## config.mk

```make
export PLATFORM = sky130hd
export DESIGN_NAME = shift_unit
export DESIGN_NICKNAME = d
export VERILOG_FILES = /design/src/rtl/shift_unit.sv
export SDC_FILE = /design/constraint.sdc
export NUM_CORES = 1
export LEC_CHECK = 0
export ABC_CLOCK_PERIOD_IN_PS = 1500
export BUFFER_PORTS_ARGS = -buffer_cell sky130_fd_sc_hd__buf_2
export CAP_MARGIN = 20
export CELL_PAD_IN_SITES_DETAIL_PLACEMENT = 1
export CELL_PAD_IN_SITES_GLOBAL_PLACEMENT = 1
export CORE_MARGIN = 5
export CORE_UTILIZATION = 30
export CTS_BUF_LIST = sky130_fd_sc_hd__clkbuf_8
export DETAILED_ROUTE_END_ITERATION = 8
export HOLD_SLACK_MARGIN = 0.1
export PLACE_DENSITY_LB_ADDON = 0.1
export SETUP_SLACK_MARGIN = 0.1
export SYNTH_ARGS = -nofsm -noshare
export SYNTH_HDL_FRONTEND = slang
export SYNTH_SLANG_ARGS = --single-unit
export TNS_END_PERCENT = 5
```

## constraint.sdc

```tcl
create_clock -name clk -period 1.5 [get_ports clk]
set_input_delay 0.3 -clock clk [delete_from_list [all_inputs] [get_ports clk]]
set_output_delay 0.3 -clock clk [all_outputs]
set_load 0.02 [all_outputs]
```

## src/rtl/shift_unit.sv

```systemverilog
// Multi-mode, multi-cycle shift/rotate register: one single-bit step per clock
// under a start/busy/done handshake, with parallel load while idle.
module shift_unit #(
  parameter int WIDTH = 8,
  parameter int CNT_W = 4
) (
  input  logic             clk,
  input  logic             reset,
  input  logic             load,
  input  logic [WIDTH-1:0] din,
  input  logic             start,
  input  logic [2:0]       mode,
  input  logic [CNT_W-1:0] amount,
  input  logic             sin,
  output logic [WIDTH-1:0] dout,
  output logic             sout,
  output logic             busy,
  output logic             done
);

  typedef enum logic [1:0] {IDLE, SHIFT, DONE} state_t;

  localparam logic [2:0] M_LSL = 3'b000, M_LSR = 3'b001, M_ASR = 3'b010,
                         M_ROL = 3'b011, M_ROR = 3'b100, M_SIL = 3'b101,
                         M_SIR = 3'b110;

  state_t           state, state_nx;
  logic [CNT_W-1:0] cnt, cnt_nx;
  logic [2:0]       mode_q, mode_nx;
  logic [WIDTH-1:0] dout_nx, step_d;
  logic             sout_nx, step_s;

  // One step of the latched mode; the reserved encoding holds data and sout.
  always_comb begin
    step_d = dout;
    step_s = sout;
    case (mode_q)
      M_LSL: begin step_d = {dout[WIDTH-2:0], 1'b0};         step_s = dout[WIDTH-1]; end
      M_LSR: begin step_d = {1'b0, dout[WIDTH-1:1]};         step_s = dout[0];       end
      M_ASR: begin step_d = {dout[WIDTH-1], dout[WIDTH-1:1]}; step_s = dout[0];      end
      M_ROL: begin step_d = {dout[WIDTH-2:0], dout[WIDTH-1]}; step_s = dout[WIDTH-1]; end
      M_ROR: begin step_d = {dout[0], dout[WIDTH-1:1]};      step_s = dout[0];       end
      M_SIL: begin step_d = {dout[WIDTH-2:0], sin};          step_s = dout[WIDTH-1]; end
      M_SIR: begin step_d = {sin, dout[WIDTH-1:1]};          step_s = dout[0];       end
      default: ;
    endcase
  end

  always_comb begin
    state_nx = state;
    cnt_nx   = cnt;
    mode_nx  = mode_q;
    dout_nx  = dout;
    sout_nx  = sout;
    case (state)
      IDLE: begin
        if (load) begin
          dout_nx = din;
        end else if (start) begin
          if (amount == '0) begin
            state_nx = DONE;
          end else begin
            mode_nx  = mode;
            cnt_nx   = amount;
            state_nx = SHIFT;
          end
        end
      end
      SHIFT: begin
        dout_nx = step_d;
        sout_nx = step_s;
        cnt_nx  = cnt - 1'b1;
        if (cnt == CNT_W'(1)) state_nx = DONE;
      end
      DONE:    state_nx = IDLE;
      default: state_nx = IDLE;
    endcase
  end

  always_ff @(posedge clk or negedge reset) begin
    if (!reset) begin
      state  <= IDLE;
      cnt    <= '0;
      mode_q <= '0;
      dout   <= '0;
      sout   <= 1'b0;
    end else begin
      state  <= state_nx;
      cnt    <= cnt_nx;
      mode_q <= mode_nx;
      dout   <= dout_nx;
      sout   <= sout_nx;
    end
  end

  assign busy = (state == SHIFT);
  assign done = (state == DONE);

endmodule
```

After elaboration in Yosys (flattened, before gate mapping):

Index checks and enable logic that the tools add are counted.

* add/subtract/negate cells: 1
* $mul: 0
* div/mod/pow operators: 0
* order comparisons: 0
* eq/ne operators: 17
* shifts and indexed selects: 0
* mux-type cells: 13
* bitwise operators: 2
* reduce and logical (&&, ||, !) cells: 13

Operator list (count)
* case mux 8 bit (7 select lines): 1
* case mux 8 bit (2 select lines): 1
* 2-to-1 mux 4 bit: 3
* AND reduction 4 bit: 3
* != test 2 bit (second input constant): 5
* equality test 3 bit (second input constant): 3
* 2-to-1 mux 2 bit: 4
* 2-to-1 mux 8 bit: 1
* != test 8 x 1 -> 1 bit (second input constant): 1
* case mux 4 bit (2 select lines): 1
* != test 7 x 1 -> 1 bit (second input constant): 1
* equality test 3 x 2 -> 1 bit (second input constant): 2
* AND reduction 3 bit: 2
* equality test 4 x 1 -> 1 bit (second input constant): 1
* zero test 4 bit: 1
* case mux 2 bit (2 select lines): 1
* nonzero test 2 bit: 2
* OR reduction 4 bit: 1
* subtractor 4 x 1 -> 4 bit (second input constant): 1
* equality test 3 x 1 -> 1 bit (second input constant): 1
* zero test 3 bit: 1
* OR reduction 3 bit: 1
* equality test 2 x 1 -> 1 bit (second input constant): 1
* equality test 2 bit (second input constant): 1
* other kinds (5): 6

* flip-flop bits (word level): 18
* bits in latches: 0
* RAM bits: 0
* ROM bits: 0
* word-level logic and storage cells: 52
* memories: 0

Logic depth before layout (Yosys ltp):

* word-level depth: 5
* depth in mapped cells: 6
* mapped depth without buffers: 5

Worst setup path after synthesis:

No wires, ideal clock.

* kind: in2reg
* start: input amount[0]
* end: register mode_q[0]
* setup time: 0.125 ns
* arrival: 1.324 ns
* path slack: 0.052 ns
* cell stages on the path: 3
* path buffers: 0
* cell sequence: or4_4 -> nand3_1 -> mux2_2

* longest elaborated chain between the ends: 3

RTL lines
* from (decl): line 13 `input logic [CNT_W-1:0] amount,`
* zero test 4 bit: line 60 `if (amount == '0) begin`
* inverter 1 bit (no line)
* AND reduction 4 bit (no line)
* to (signal assigned): line 90 `mode_q <= mode_nx;`
* to (decl): line 29 `logic [2:0] mode_q, mode_nx;`

Every way passes these cells.
A chain may end at the register's enable or synchronous reset.

Worst setup path in the final report:

* start: register state[1]
* end: output busy

* longest elaborated chain between the ends: 1

RTL lines
* from (decl): line 27 `state_t state, state_nx;`
* from (signal assigned): line 88 `state <= state_nx;`
* equality test 2 x 1 -> 1 bit: line 96 `assign busy = (state == SHIFT);`
* to (decl): line 17 `output logic busy,`

Every way passes these cells.

==> metrics.txt <==
cell row count=21; DR vias/cell=4.883; worst r2r src=mode_q[2]; RSZ-0062 raised after global routing=true; crit path max fanout=5; ANT cells=0; detailed placement HPWL=2218 µm; DRC violations left=0; FMAX=723.0 MHz; mux cell area share after synthesis=12.34%; DRT Wirelength=2914 µm; # Max-Cap Violations=0; Core Area=3416 µm²; Hold Crit Class=input pin to register; first-pass GRT wire length=5023 µm; VDD IR max=0.6246 mV; Comb pwr share=58.2%; Die H=70.13 µm; count of clock tree sinks=18; status=completed; clock root buffer=clkbuf_8; internal power=2.001 mW; clk_lat worst skew=0.25 ns; Reg power frac=30.3%; Fill cells=410; Placed Instances=189; Area Overhead vs Synth=36.56%; Cells after Synth=110; minimum clock period=1.383 ns; Yosys warnings=0; TritonCTS clock tree=done; Hold Slack=0.2815 ns; Distinct cells, synth=33; synthesized cell area=1085 µm²; min-delay src=mode[0]; post-synthesis register bit count=18; layout cell share with drive strength beyond 1=42.38%; met3 Use GR=3.013%; hold path depth=2; Non-Filler Instances=197; Max Slew Vio Count=0; largest family of logic cells by synthesized area=simple AND/OR/NAND/NOR gates; Post-Synth XOR/XNOR Area=4.960%; CTS H-tree lvls=1; die area=4918 µm²; Initial Util=31.76%; gpl congestion=0.7690; ANT nets after route=0; I/O Buffers=30; met1 usage=15.59%; vias in the first global route=1050; net switching power=1.528 mW; PwrDens=2383 nW/µm²; met2 Usage GRT=21.62%; Worst Hold End=mode_q[0]; Worst Max-Slew Pin Slew=0.4196 ns; initial antenna violation count=0; clock-pin slew on the worst setup and hold paths=0.07 ns; critical path arrival=1.08 ns; clock network power share=11.4%; switching share of power=43.30%; Crit Path Category=register to output port; endpoints failing setup=0; final design utilization=43.37%; CTS max path bufs=2; Compound-Gate Fraction of Synth Area=16.26%; Chip Width=70.13 µm; synthesized-area fraction occupied by adder cells=2.307%; DR WL/cell=14.79 µm; FF-to-FF End=dout[6]; EDFF count, synth=0; I/O pin count=31; Seq/Total Area, Yosys=41.52%; r2r setup slk=0.15 ns; commonest non-fill, non-tap cell in the layout=buf_2; CP required=1.20 ns; drt first pass iters=4; asr flop ratio synth=100.0%; reg2reg path depth=5; simple-gate area share of the yosys netlist=18.69%; most frequent cells in the layout=buf_2 (29), dfrtp_1 (15), nand2_1 (12), buf_4 (11), mux2i_1 (10); Main synth FF type=dfrtp_1; Vias=962; Iter 0 DRT Violations=28; TritonCTS Buffers=3; Final Cycle Share=92.21%; gr usage total=12.44%; Leakage=0.6700 nW; largest net degree at the start of global routing=19; CP endpoint kind=output port; Fin Clk Skew=0.004800 ns; Final Hold Violating Endpoints=0; total grt overflow=0; CP startpoint kind=register; grt peak-use layer=met2; Worst slew margin=72.02%; syn avg cell area=9.862 µm²; Net Count, Synth=132; Nets=174
[kinds of logic (layout without fill, tap and decap cells)]
family / after synthesis / count (layout)
buf+inv: 10 / 51
simple gates: 37 / 37
fa+ha+maj: 2 / 2
mux: 13 / 13
compound gates: 26 / 26
flops: 18 / 18
xor+xnor: 4 / 4
[critical path, cell delays in order, from the launching register on]
cell      delay, ns
dfrtp_1        0.43
nand2b_4       0.18
inv_4          0.09
buf_4          0.14
[state kept, by name, summed over array words and instances (netlist names)]
register / count
state: 2
dout: 8
mode_q: 3
cnt: 4
sout: 1
[timing repair]
item	CTS	global route
resized for setup	3	9
setup buffers	2	1
pin swaps	0	3
hold endpoints to repair	18	0
hold buffers	1	0
gates cloned	0	0
setup endpoints to repair	12	17
[cells in the mapped netlist (2+ instances only)]
| library cell | number | area [µm²] |
|---|---|---|
| mux2_2 | 3 | 33.78 |
| dfrtp_1 | 18 | 450.4 |
| nand2_1 | 12 | 45.04 |
| o221ai_1 | 2 | 17.52 |
| a211oi_1 | 2 | 15.01 |
| o21ai_0 | 5 | 25.02 |
| nor2_1 | 3 | 11.26 |
| nand2b_1 | 3 | 18.77 |
| nand3_1 | 8 | 40.04 |
| a21oi_1 | 6 | 30.03 |
| ha_1 | 2 | 25.02 |
| mux2i_1 | 10 | 100.1 |
| buf_2 | 4 | 20.02 |
| nor3_1 | 2 | 10.01 |
| inv_1 | 5 | 18.77 |
| a221oi_1 | 2 | 17.52 |
| o211ai_1 | 6 | 45.04 |
| xnor2_1 | 2 | 17.52 |
[layout make-up]
type / count / area [µm²] / area share, %
Timing Repair Buffer: 42 / 257.7 / 17.40
Multi-Input combinational cell: 82 / 635.6 / 42.91
Inverter: 5 / 21.27 / 1.436
Tap cell: 46 / 57.56 / 3.885
Sequential cell: 18 / 454.2 / 30.66
Clock buffer: 4 / 55.05 / 3.716
[power groups by stage]
| stage | registers, mW | clock network, mW | logic, mW |
|---|---|---|---|
| after floorplan | 1.07 | 0 | 1.28 |
| after global placement | 1.05 | 0 | 1.80 |
| after detailed placement | 1.06 | 0 | 1.84 |
| after CTS | 1.06 | 0.412 | 1.91 |
| after global routing | 1.12 | 0.430 | 2.27 |
| final | 1.07 | 0.404 | 2.06 |
[per-layer routing]
| metal | vias to the layer above | wire, µm |
|---|---|---|
| met5 | - | 0 |
| met4 | 0 | 17 |
| met3 | 2 | 142 |
| met2 | 19 | 1480 |
| met1 | 458 | 1273 |
| li1 | 483 | - |
[metrics by stage]
step	power (mW)	instance area (µm²)	setup slack (ns)	TNS, ns
after global routing	3.827	1481	0.04516	0
after global placement	2.852	1341	-0.02158	-0.06453
after CTS	3.377	1430	0.04419	0
after detailed placement	2.902	1341	-0.04497	-0.1310
after floorplan	2.342	1097	0.1007	0
final	3.530	1481	0.1168	0
[how the worst max path moves through the flow]
stage,depth (start not counted),from,to
detailed placement,4,amount[0],mode_q[1]
global placement,4,amount[0],mode_q[0]
finish,3,state[1],busy
global route,4,state[1],dout[0]
CTS,3,state[1],busy
floorplan,5,state[1],dout[7]
No activity file was read; power rests on OpenSTA's default activity.
